File: src/rtl/pll_pkg.sv
// Shared definitions for the PLL reference-frequency generator: FSM states and half-period type.
// N_BIT defaults to 16 unless the build defines it.
`ifndef N_BIT
`define N_BIT 16
`endif

package pll_pkg;
  localparam int N_BIT_DEF = `N_BIT;

  typedef enum logic [1:0] {IDLE, HIGH, LOW} state_t;
  typedef logic [N_BIT_DEF-1:0] half_t;
endpackage

File: src/rtl/ref_period_reg.sv
// Active/pending half-period register with valid/ready handshake.
// REF_FREQ_SWEEP_EN adds a saturating per-period sweep of the active value.
module ref_period_reg import pll_pkg::*; #(
  parameter int N_BIT = `N_BIT
) (
  input  logic             clk,
  input  logic             rst,
  input  logic             idle,
  input  logic             boundary,
`ifdef REF_FREQ_SWEEP_EN
  input  logic             to_high,
  input  logic [N_BIT-1:0] sweep_step,
  input  logic             sweep_up,
`endif
  input  logic [N_BIT-1:0] period_in,
  input  logic             period_valid,
  output logic             period_ready,
  output logic [N_BIT-1:0] period_d,
  output logic             written_q
);
  logic [N_BIT-1:0] act_q, pend_q, pend_d;
  logic             pend_full_q, pend_full_d, written_d, hs;

`ifdef REF_FREQ_SWEEP_EN
  function automatic logic [N_BIT-1:0] sweep_sat(input logic [N_BIT-1:0] v,
                                                 input logic [N_BIT-1:0] step,
                                                 input logic             up);
    logic [N_BIT:0] sum;
    sum = {1'b0, v} + {1'b0, step};
    if (up) begin
      if (sum[N_BIT]) return '1;
      if (sum[N_BIT-1:0] == '0) return N_BIT'(1);
      return sum[N_BIT-1:0];
    end
    if (v <= step) return N_BIT'(1);
    return v - step;
  endfunction
`endif

  assign period_ready = idle || !pend_full_q;
  assign hs           = period_valid && period_ready;

  always_comb begin
    period_d    = act_q;
    pend_d      = pend_q;
    pend_full_d = pend_full_q;
    written_d   = written_q;
    if (idle) begin
      // A value stranded in pending when the wave stopped is promoted, unless a fresh load replaces it.
      if (hs) begin
        period_d    = period_in;
        written_d   = 1'b1;
        pend_full_d = 1'b0;
      end else if (pend_full_q) begin
        period_d    = pend_q;
        pend_full_d = 1'b0;
      end
    end else begin
      if (boundary && pend_full_q) begin
        period_d    = pend_q;
        pend_full_d = 1'b0;
      end
`ifdef REF_FREQ_SWEEP_EN
      else if (boundary && to_high) begin
        period_d = sweep_sat(act_q, sweep_step, sweep_up);
      end
`endif
      if (hs) begin
        pend_d      = period_in;
        pend_full_d = 1'b1;
      end
    end
  end

  always_ff @(posedge clk) begin
    if (rst) begin
      act_q       <= '0;
      pend_q      <= '0;
      pend_full_q <= 1'b0;
      written_q   <= 1'b0;
    end else begin
      act_q       <= period_d;
      pend_q      <= pend_d;
      pend_full_q <= pend_full_d;
      written_q   <= written_d;
    end
  end
endmodule

File: src/rtl/ref_freq_gen.sv
// Square-wave reference generator: IDLE/HIGH/LOW FSM with a half-period down-counter.
// Optional macro REF_FREQ_SWEEP_EN exposes sweep_step/sweep_up for a per-period frequency sweep.
module ref_freq_gen import pll_pkg::*; #(
  parameter int N_BIT = `N_BIT
) (
  input  logic             clk,
  input  logic             rst,
  input  logic             enable,
  input  logic [N_BIT-1:0] period_in,
  input  logic             period_valid,
  output logic             period_ready,
`ifdef REF_FREQ_SWEEP_EN
  input  logic [N_BIT-1:0] sweep_step,
  input  logic             sweep_up,
`endif
  output logic             freq_out,
  output logic             cycle_done,
  output logic             active
);
  state_t           state_q, state_d;
  logic [N_BIT-1:0] cnt_q, cnt_d, period_d, h_m1;
  logic             freq_out_q, freq_out_d, cycle_done_q, cycle_done_d;
  logic             active_q, active_d, written_q, boundary;

  assign boundary = (state_q == LOW) && (cnt_q == '0);
  // A zero half-period behaves as one cycle, so the counter reload never underflows.
  assign h_m1 = (period_d == '0) ? '0 : period_d - N_BIT'(1);

  ref_period_reg #(.N_BIT(N_BIT)) u_period (
    .clk          (clk),
    .rst          (rst),
    .idle         (state_q == IDLE),
    .boundary     (boundary),
`ifdef REF_FREQ_SWEEP_EN
    .to_high      (enable),
    .sweep_step   (sweep_step),
    .sweep_up     (sweep_up),
`endif
    .period_in    (period_in),
    .period_valid (period_valid),
    .period_ready (period_ready),
    .period_d     (period_d),
    .written_q    (written_q)
  );

  always_comb begin
    state_d = state_q;
    cnt_d   = cnt_q;
    case (state_q)
      IDLE: if (enable && written_q) begin
        state_d = HIGH;
        cnt_d   = h_m1;
      end
      HIGH: if (cnt_q == '0) begin
        state_d = LOW;
        cnt_d   = h_m1;
      end else begin
        cnt_d = cnt_q - N_BIT'(1);
      end
      LOW: if (cnt_q == '0) begin
        state_d = enable ? HIGH : IDLE;
        cnt_d   = enable ? h_m1 : '0;
      end else begin
        cnt_d = cnt_q - N_BIT'(1);
      end
      default: begin
        state_d = IDLE;
        cnt_d   = '0;
      end
    endcase
    freq_out_d   = (state_d == HIGH);
    cycle_done_d = (state_d == LOW) && (cnt_d == '0);
    active_d     = (state_d != IDLE);
  end

  always_ff @(posedge clk) begin
    if (rst) begin
      state_q      <= IDLE;
      cnt_q        <= '0;
      freq_out_q   <= 1'b0;
      cycle_done_q <= 1'b0;
      active_q     <= 1'b0;
    end else begin
      state_q      <= state_d;
      cnt_q        <= cnt_d;
      freq_out_q   <= freq_out_d;
      cycle_done_q <= cycle_done_d;
      active_q     <= active_d;
    end
  end

  assign freq_out   = freq_out_q;
  assign cycle_done = cycle_done_q;
  assign active     = active_q;
endmodule
File: config.mk
export PLATFORM = sky130hd
export DESIGN_NAME = ref_freq_gen
export DESIGN_NICKNAME = d
export VERILOG_FILES = /design/src/rtl/pll_pkg.sv /design/src/rtl/ref_period_reg.sv /design/src/rtl/ref_freq_gen.sv
export SDC_FILE = /design/constraint.sdc
export NUM_CORES = 1
export LEC_CHECK = 0
export ABC_AREA = 0
export CORE_ASPECT_RATIO = 0.6
export CORE_MARGIN = 2
export CORE_UTILIZATION = 54
export CTS_CLUSTER_DIAMETER = 150
export CTS_CLUSTER_SIZE = 8
export DETAILED_ROUTE_END_ITERATION = 7
export GPL_TIMING_DRIVEN = 0
export MAX_ROUTING_LAYER = met4
export PLACE_DENSITY = 0.82
export RECOVER_POWER = 50
export SKIP_LAST_GASP = 1
export SYNTH_ARGS = -nofsm -noshare
export SYNTH_HDL_FRONTEND = slang
export SYNTH_HIERARCHICAL = 1
export SYNTH_SLANG_ARGS = --single-unit
File: constraint.sdc
create_clock -name clk -period 4 [get_ports clk]
set_clock_uncertainty 0.15 [all_clocks]
set_input_delay 0.8 -clock clk [delete_from_list [all_inputs] [get_ports clk]]
set_output_delay 0.8 -clock clk [all_outputs]
set_load 0.01 [all_outputs]
==> reports/results.ini, run 1 <==
[floorplanning]
row_count=23
die_x_um=112
core_area_sq_mm=0.00671
die_area_sq_mm=0.00768
start_util=0.561
die_y_um=68.7
ios=24

[setup_path]
worstPathMaxFanout=5
start_kind=register
crit_type=reg -> reg
endpoint_kind=register
critPathArrivalTime_ps=4560
crit_required_ps=4050

[synth]
synth.most_common_cell=nor2_1
syn_area_per_cell_sq_um=8.17
synth_flop_cell=dfxtp_1
synth-seq-cells=55
syn_area_sq_mm=0.00376
synthTopCellsByCount=66 x nor2_1, 55 x dfxtp_1, 34 x mux2i_1
synth_top_area_cell=dfxtp_1
synthTopCellsByArea=dfxtp_1 29%, mux2i_1 9.0%, nor2_1 6.6%
yosysSeqAreaShare=0.292
yosysWarnings=6
synth_edf_count=0
synth.distinct_cells=61
yosys.area.top_type_share=0.292
async_flop_share=0
synthCells=461
syn-num-nets=484

[grt]
grt_overflow_total=0
grt_pass1_vias=3835
antenna_found_initial=0
grt_util_all_layers=0.354
grt_max_degree=16
grt_pass1_wl_mm=20.3

[cells_and_area]
final_layout_size_suffix_gt1_frac=0.266
syn_to_final_growth_pct=34.8
finalNonFillerCells=614
diodes=0
num-nets-final=549
fin_util=0.757

[placed_design]
post-place-ws_ps=-962
io_buffers=22
dp_cells=570
hpwl_mm=8.62
gp_congestion=0.997

[clock_tree]
cts_tree=done
cts.path.max_buffers=2
path_clk_slew_ps=70
cts-htree-levels=2
worstSkewPairLatency_ps=300
cts.sinks=55
cts_root_buf=clkbuf_16
cts_buffers=5
hold_buffers=0

[timing]
rsz0062_at_grt=true
clock.fmax_mhz=222
finalWorstSetupSlack_ps=-506
whs_ps=394
timing.final.crit_share=1.13
final_hold_viol_count=0
period_minus_slack_ps=4510
drv_slew=0
setup_viol=3
slew_headroom=0.310
tightest_slew_ps=1030

[pwr]
power_density_mw_per_mm2=928
ir_drop_mv=0.530
power.leakage_uw=0.00182

[run_status]
status=complete, but fails checks
violations=negative setup slack

[routing]
avgRoutedWirePerCell_um=22.8
drt_iter0_drc=663
postRouteAntennaNets=0
drc_errors=0
routed_wl_mm=14.0
drt_pass1_iterations=5
vias=4277
viasPerCell=6.97

[min_path]
hold_class=reg -> reg

[job]
cap_violations=0

## path summary, 6_finish.rpt
check,from,to,slack (ps),depth (start not counted)
worst min-delay path,u_period/pend_q[10]$_SDFFE_PP0P_,u_period/pend_q[10]$_SDFFE_PP0P_,390,2
worst max-delay path,cnt_q[1]$_SDFF_PP0_,cycle_done$_SDFF_PP0_,-510,20
worst max register to register,cnt_q[1]$_SDFF_PP0_,cycle_done$_SDFF_PP0_,-510,20
worst min register to register,u_period/pend_q[10]$_SDFFE_PP0P_,u_period/pend_q[10]$_SDFFE_PP0P_,390,2
## stage by stage
step                power [uW]  instance area [sq um]  setup TNS [ps]
global placement          3350                   4160           -6340
global route              4870                   5080           -1160
CTS                       4260                   4830            -341
floorplan                 2750                   3830           -19.5
detailed placement        3380                   4160           -7250
finish                    4710                   5080            -849
## worst max-delay path, cell delays in order (launching register included)
cell,delay (ps)
dfxtp_2,340
inv_2,60
ha_4,130
nor4b_4,300
nand3_4,120
or2_4,300
nor2_4,120
nand2_4,110
buf_12,170
mux2i_4,220
o22ai_4,100
buf_6,150
nor4_4,380
buf_4,190
nand4_1,190
buf_4,230
nand2_1,110
a211oi_1,140
a2111oi_2,370
nand4_1,270
nor4_2,240
## timing repair
action,CTS,global route
pin swaps,28,27
cloned,1,0
buffers inserted,29,8
hold endpoints to repair,0,0
endpoints found under the setup margin,17,17
gates resized for setup,52,40
## kinds of logic (layout without fill, tap and decap cells)
family	Yosys count	after routing	share of synthesized area
xor gates and xnor gates	20	20	0.0465
adders and majority gates	3	3	0.00997
and+or+nand+nor	180	180	0.263
muxes	34	34	0.0904
DFF	55	55	0.292
buffers and inverters	39	105	0.0595
AOI/OAI and AO/OA	130	130	0.239
## routing by layer
layer | global-route usage | part of all wire | vias to the layer above
met5 | - | 0 | -
met2 | 0.517 | 0.43 | 347
met1 | 0.484 | 0.42 | 2027
met4 | 0.0910 | 0.019 | 0
li1 | - | - | 1853
met3 | 0.103 | 0.13 | 50
## layout by cell type, fill, tap and decap left out, types with 13 or more instances in the layout
master | netlist | final
nor2b_1 | 21 | 21
nand2_1 | 25 | 24
xor2_1 | 14 | 13
o21ai_0 | 30 | 27
buf_4 | 2 | 36
a21oi_1 | 21 | 19
clkdlybuf4s50_1 | 0 | 22
dfxtp_1 | 55 | 53
a211oi_1 | 20 | 18
o32ai_1 | 17 | 16
mux2i_1 | 34 | 21
nor2_1 | 66 | 63
## layout make-up
class	instances	area, sq um
fill	430	1630
clock buffer	7	133
clock inverter	1	5.00
sequential	55	1100
tap	87	109
timing repair buffer	60	551
inverter	8	30.0
buffer	29	195
multi-input combinational	367	2950
## power breakdown
part,internal [uW],leakage [uW],switching (uW)
combinational,1350,0.00130,2020
sequential,704,0.000451,190
clock,233,0.0000679,214
total,2290,0.00182,2420
## sequential cells by signal (all words and copies together), names as in the netlist
name / count
cycle_done: 1
u_period/act_q: 16
state_q: 2
cnt_q: 16
u_period/pend_full_q: 1
active: 1
u_period/pend_q: 16
u_period/written_q: 1
freq_out: 1
Power figures use the tool's default switching activity.
==> run 2: changes to the inputs <==
--- a/config.mk
+++ b/config.mk
@@ -12,9 +12,10 @@
 export CTS_CLUSTER_DIAMETER = 150
 export CTS_CLUSTER_SIZE = 8
 export DETAILED_ROUTE_END_ITERATION = 7
+export GPL_ROUTABILITY_DRIVEN = 1
 export GPL_TIMING_DRIVEN = 0
 export MAX_ROUTING_LAYER = met4
-export PLACE_DENSITY = 0.82
+export PLACE_DENSITY = 0.79
 export RECOVER_POWER = 50
 export SKIP_LAST_GASP = 1
 export SYNTH_ARGS = -nofsm -noshare
==> run 2 against run 1 <==
Net effect:
- the run still ends with negative setup slack left
- maximum frequency fell by 0.16%
- clock power barely moved
- routed wire length rose by 2.9%
- final area fell by 0.37%
- clock-buffer cell count did not move
==> reports/results.ini, run 2 (synthesized netlist as in run 1, its figures left out) <==
[placed_design]
gp_congestion=1.02  ; +2.1%
post-place-ws_ps=-1210  ; -251 ps
hpwl_mm=8.72  ; +1.2%
dpl_cell_area_sq_mm=0.00416  ; unchanged
io_buffers=22  ; unchanged

[grt]
grt_overflow_total=0  ; unchanged
antenna_found_initial=0  ; unchanged
grt_pass1_vias=3807  ; -0.73%
grt_util_all_layers=0.358  ; +0.00381
grt_pass1_wl_mm=20.4  ; +0.65%
grt_max_degree=16  ; unchanged

[setup_path]
start_kind=register
slowest_delay_ps=530  ; +150 ps
worstPathMaxFanout=6  ; +1
endpoint_kind=register
critical-path-slowest-cell=or4_4
crit_type=reg -> reg
critPathArrivalTime_ps=4550  ; about the same
crit_required_ps=4040  ; about the same
path_cells=inv_2 -> ha_4 -> nor4b_4 -> buf_4 -> nand3_4 -> or2_4 -> nor2_4 -> nand2_4 -> buf_12 -> buf_8 -> mux2i_4 -> o22ai_4 -> or4_4 -> or4b_4 -> xor2_4 -> o21ai_1 -> a21oi_2 -> nand4_1 -> nor4_2

[routing]
drt_iter0_drc=678  ; +2.3%
drc_errors=0  ; unchanged
postRouteAntennaNets=0  ; unchanged
vias=4332  ; +1.3%
avgRoutedWirePerCell_um=23.3  ; +1.9%
routed_wl_mm=14.4  ; +2.9%
drt_pass1_iterations=5  ; unchanged
viasPerCell=6.99  ; +0.31%

[cells_and_area]
reg_top3=cnt_q: 16 flops, u_period/act_q: 16 flops, u_period/pend_q: 16 flops
fin_area_sq_mm=0.00506  ; -0.37%
final_layout_size_suffix_gt1_frac=0.276  ; +0.0101
layout_commonest_cell=nor2_1
fin_util=0.754  ; -0.00280
diodes=0  ; unchanged
num-nets-final=555  ; +1.1%
syn_to_final_growth_pct=34.3
mostFrequentLayoutCells=64 x nor2_1, 53 x dfxtp_1, 42 x buf_4

[clock_tree]
cts.path.max_buffers=2  ; unchanged
cts_buffers=5  ; unchanged
cts_root_buf=clkbuf_16
hold_buffers=0  ; unchanged
cts.sinks=55  ; unchanged
cts-htree-levels=2  ; unchanged
path_clk_slew_ps=70  ; about the same
cts_tree=done
worstSkewPairLatency_ps=300  ; about the same

[pwr]
swShare=0.520  ; +0.00553
clkPwrFrac=0.095  ; about the same
p_seq_frac=0.190  ; about the same
p_sw_uw=2450  ; +1.2%
ir_drop_mv=0.543  ; +2.4%
intPower_uw=2270  ; -0.99%
power_density_mw_per_mm2=932  ; +0.52%
power_uw=4720  ; +0.15%
power.leakage_uw=0.00182  ; about the same
combPwrFrac=0.715  ; about the same

[run_status]
status=complete, but fails checks
violations=negative setup slack

[floorplanning]
start_util=0.561  ; unchanged
ios=24  ; unchanged
row_count=23  ; unchanged
core_area_sq_mm=0.00671  ; unchanged
die_area_sq_mm=0.00768  ; unchanged
die_y_um=68.7  ; unchanged
die_x_um=112  ; unchanged

[timing]
setup_viol=7  ; +4
final_hold_viol_count=0  ; unchanged
timing.final.crit_share=1.13  ; +0.00182
period_minus_slack_ps=4510  ; +7.27 ps
drv_slew=0  ; unchanged
clock.fmax_mhz=222  ; -0.16%
finalWorstSetupSlack_ps=-513  ; -7.27 ps
rsz0062_at_grt=true
whs_ps=371  ; -23.1 ps
slew_headroom=0.274  ; -0.0362
tightest_slew_ps=1080  ; +55.5 ps

[job]
cap_violations=0  ; unchanged

[min_path]
hold_class=reg -> reg

-- run 2: layer usage --
layer | part of all wire | vias to the layer above | track usage
met5 | 0 | - | -
met1 | 0.42 | 2043 | 0.486
met4 | 0.028 | 0 | 0.122
met3 | 0.13 | 67 | 0.0979
met2 | 0.42 | 356 | 0.517
li1 | - | 1866 | -
-- run 2: through the flow --
stage | std cells | TNS, ps
2_1_floorplan | 461 | -19.5
6_report | 620 | -1080
4_1_cts | 601 | -518
5_1_grt | 620 | -2060
3_3_place_gp | 570 | -8640
3_5_place_dp | 570 | -9900
-- run 2: layout make-up --
cell class,count,area [sq um]
Multi-Input combinational cell,367,2920
Fill cell,457,1650
Sequential cell,55,1100
Timing Repair Buffer,66,569
Buffer,29,185
Clock buffer,7,133
Tap cell,87,109
Inverter,8,30.0
Clock inverter,1,5.00
-- run 2: repair_timing --
item | in CTS | in global routing
setup buffers | 27 | 19
pin swaps | 17 | 21
gates resized for setup | 39 | 60
endpoints found under the hold margin | 0 | 0
gates cloned | 0 | 0
setup endpoints to repair | 17 | 17
-- run 2: final timing paths --
path	depth (start not counted)	to	from	slack, ps
worst max-delay path	19	cycle_done$_SDFF_PP0_	cnt_q[0]$_SDFF_PP0_	-510
worst min-delay path	2	u_period/written_q$_SDFFE_PP0P_	u_period/written_q$_SDFFE_PP0P_	370
worst max register to register	19	cycle_done$_SDFF_PP0_	cnt_q[0]$_SDFF_PP0_	-510
worst min register to register	2	u_period/written_q$_SDFFE_PP0P_	u_period/written_q$_SDFFE_PP0P_	370
-- run 2: critical path, delay by kind of cell (launching register included) --
kind            cells  cell delay [ps]
xor+xnor            1              170
compound gates      3              380
mux                 1              200
simple gates        9             2430
flops               1              330
buf+inv             4              570
fa+ha+maj           1              140
-- run 2: power groups by stage --
stage / combinational, uW / sequential (uW) / clock (uW)
after floorplan: 1920 / 832 / 0
after global placement: 2470 / 858 / 0
after detailed placement: 2510 / 868 / 0
after CTS: 2850 / 865 / 444
after global routing: 3500 / 909 / 467
final: 3370 / 895 / 448
==> run 3: changes to the inputs <==
--- a/config.mk
+++ b/config.mk
@@ -17,6 +17,7 @@
 export MAX_ROUTING_LAYER = met4
 export PLACE_DENSITY = 0.79
 export RECOVER_POWER = 50
+export SETUP_SLACK_MARGIN = 0.5
 export SKIP_LAST_GASP = 1
 export SYNTH_ARGS = -nofsm -noshare
 export SYNTH_HDL_FRONTEND = slang
==> run 3 against run 2 <==
Net effect:
- clock power rose by 18%
- first-iteration DRC count fell by 5.6%
- combinational power rose by 12%
- setup slack got worse by 8.2 ps
- total power rose by 10%
- maximum frequency fell by 0.18%
- final cell count rose by 2.1%
- critical path depth rose by 5
- sequential share of layout area fell by 1.4 points
- critical endpoint is now cnt_q[0]$_SDFF_PP0_
- via count rose by 2.9%
- flip-flop and latch count did not move
- the flow still finishes with violations (negative setup slack)
- routed wire length rose by 6.5%
==> reports/results.ini, run 3 (synthesized netlist as in run 1, its figures left out) <==
[timing]
rsz0062_at_grt=true
setup-tns-final_ps=-2180  ; -1100 ps
finalWorstSetupSlack_ps=-521  ; -8.15 ps
final_hold_viol_count=0  ; unchanged
period_minus_slack_ps=4520  ; +8.15 ps
drv_slew=0  ; unchanged
slew_headroom=0.164  ; -0.110
timing.final.crit_share=1.13  ; +0.00204
tightest_slew_ps=1240  ; +161 ps
clock.fmax_mhz=221  ; -0.18%
setup_viol=10  ; +3

[placed_design]
gp_congestion=0.986  ; -3.2%
hpwl_mm=8.80  ; +0.89%
dpl_cell_area_sq_mm=0.00419  ; +0.69%
io_buffers=22  ; unchanged
dp_cells=570  ; unchanged

[routing]
drc_errors=0  ; unchanged
drt_iter0_drc=640  ; -5.6%
postRouteAntennaNets=0  ; unchanged
viasPerCell=7.04  ; +0.80%
drt_pass1_iterations=7  ; +2
vias=4458  ; +2.9%
avgRoutedWirePerCell_um=24.3  ; +4.3%
routed_wl_mm=15.4  ; +6.5%

[cells_and_area]
num-nets-final=568  ; +2.3%
syn_to_final_growth_pct=43.6
fin_area_sq_mm=0.00541  ; +6.9%
layout_commonest_cell=nor2_1
diodes=0  ; unchanged
mostFrequentLayoutCells=61 x nor2_1, 54 x dfxtp_1, 48 x buf_4
reg_top3=cnt_q: 16 flops, u_period/act_q: 16 flops, u_period/pend_q: 16 flops
final_layout_size_suffix_gt1_frac=0.335  ; +0.0594
finalNonFillerCells=633  ; +2.1%

[pwr]
power.leakage_uw=0.00189  ; +4.1%
ir_drop_mv=0.559  ; +2.9%
power_density_mw_per_mm2=962  ; +3.2%

[clock_tree]
cts_root_buf=clkbuf_16
cts_tree=done
cts_buffers=5  ; unchanged
path_clk_slew_ps=80  ; about the same
cts.path.max_buffers=2  ; unchanged
cts.sinks=55  ; unchanged
worstSkewPairLatency_ps=310  ; about the same
cts-htree-levels=2  ; unchanged

[floorplanning]
ios=24  ; unchanged
die_y_um=68.7  ; unchanged
row_count=23  ; unchanged
start_util=0.561  ; unchanged
die_area_sq_mm=0.00768  ; unchanged
die_x_um=112  ; unchanged
core_area_sq_mm=0.00671  ; unchanged

[grt]
grt_pass1_vias=3932  ; +3.3%
grt_overflow_total=0  ; unchanged
grt_util_all_layers=0.368  ; +0.0105
antenna_found_initial=0  ; unchanged
grt_max_degree=19  ; +3
grt_pass1_wl_mm=21.2  ; +4.1%

[setup_path]
reg2reg_depth=24  ; +5
worstPathMaxFanout=8  ; +2
critPathArrivalTime_ps=4540  ; about the same
crit_required_ps=4010  ; -30 ps
start_kind=register
crit_type=reg -> reg
rr_startpoint=cnt_q[1]$_SDFF_PP0_
reg2reg_slack_ps=-520  ; about the same
r2r_end=cnt_q[0]$_SDFF_PP0_
endpoint_kind=register

[job]
cap_violations=0  ; unchanged

[min_path]
whs_endpoint=u_period/written_q$_SDFFE_PP0P_
hold_class=reg -> reg
min_path_cells=2  ; unchanged
hold_start=u_period/written_q$_SDFFE_PP0P_

[run_status]
violations=negative setup slack
status=complete, but fails checks

## run 3: timing repair
item,4_1_cts,5_1_grt
hold buffers,0,0
cloned,1,0
gates resized for setup,67,66
buffers inserted,33,21
setup endpoints to repair,17,17
endpoints found under the hold margin,0,0
pin swaps,31,30
## run 3: worst max-delay path by stage
| stage | startpoint | to |
|---|---|---|
| 2_1_floorplan | cnt_q[0]$_SDFF_PP0_ | cycle_done$_SDFF_PP0_ |
| 3_3_place_gp | cnt_q[0]$_SDFF_PP0_ | cycle_done$_SDFF_PP0_ |
| 3_5_place_dp | cnt_q[0]$_SDFF_PP0_ | cycle_done$_SDFF_PP0_ |
| 4_1_cts | cnt_q[0]$_SDFF_PP0_ | cycle_done$_SDFF_PP0_ |
| 5_1_grt | cnt_q[1]$_SDFF_PP0_ | cnt_q[0]$_SDFF_PP0_ |
| 6_report | cnt_q[1]$_SDFF_PP0_ | cnt_q[0]$_SDFF_PP0_ |
## run 3: worst max-delay path, cell delays in order, from the launching register on
cell and delay (ps):
dfxtp_1 370, inv_2 90, ha_4 130, nor4b_4 320, nand3_4 140, or2_4 310
nor2_4 180, nand2_8 150, buf_12 190, mux2i_4 210, o22ai_4 150, nor4_4 390
buf_4 190, nand4_1 130, buf_4 180, buf_6 130, buf_4 130, nand3_2 50
o21ai_2 70, a32oi_2 270, buf_4 170, buf_6 80, buf_6 80, buf_6 80
nor2_1 30
## run 3: routing by layer
metal	up-vias	wire, um	track usage
li1	1895	-	-
met1	2105	6270	0.509
met2	378	6520	0.543
met4	0	470	0.0787
met3	80	2090	0.101
met5	-	0	-
## run 3: where the power goes
part | internal (uW) | switching, uW | leakage (uW) | total (uW)
logic | 1510 | 2260 | 0.00136 | 3770
registers | 703 | 201 | 0.000450 | 903
clock network | 300 | 229 | 0.0000844 | 529
total | 2510 | 2690 | 0.00189 | 5200
## run 3: cell type report
class	instances	area, sq um
fill	426	1300
sequential	55	1100
tap	87	109
multi-input combinational	367	3110
clock inverter	3	47.5
timing repair buffer	77	687
buffer	31	196
clock buffer	5	125
inverter	8	30.0
## run 3: through the flow
| step | utilization | power, uW | setup WS (ps) | hold WS (ps) |
|---|---|---|---|---|
| after floorplan | - | 2780 | 49.7 | 300 |
| after global placement | 0.625 | 3400 | -853 | 334 |
| after detailed placement | 0.625 | 3430 | -910 | 338 |
| after CTS | 0.742 | 4470 | -187 | 355 |
| after global routing | 0.806 | 5380 | -636 | 423 |
| final | 0.806 | 5200 | -521 | 377 |
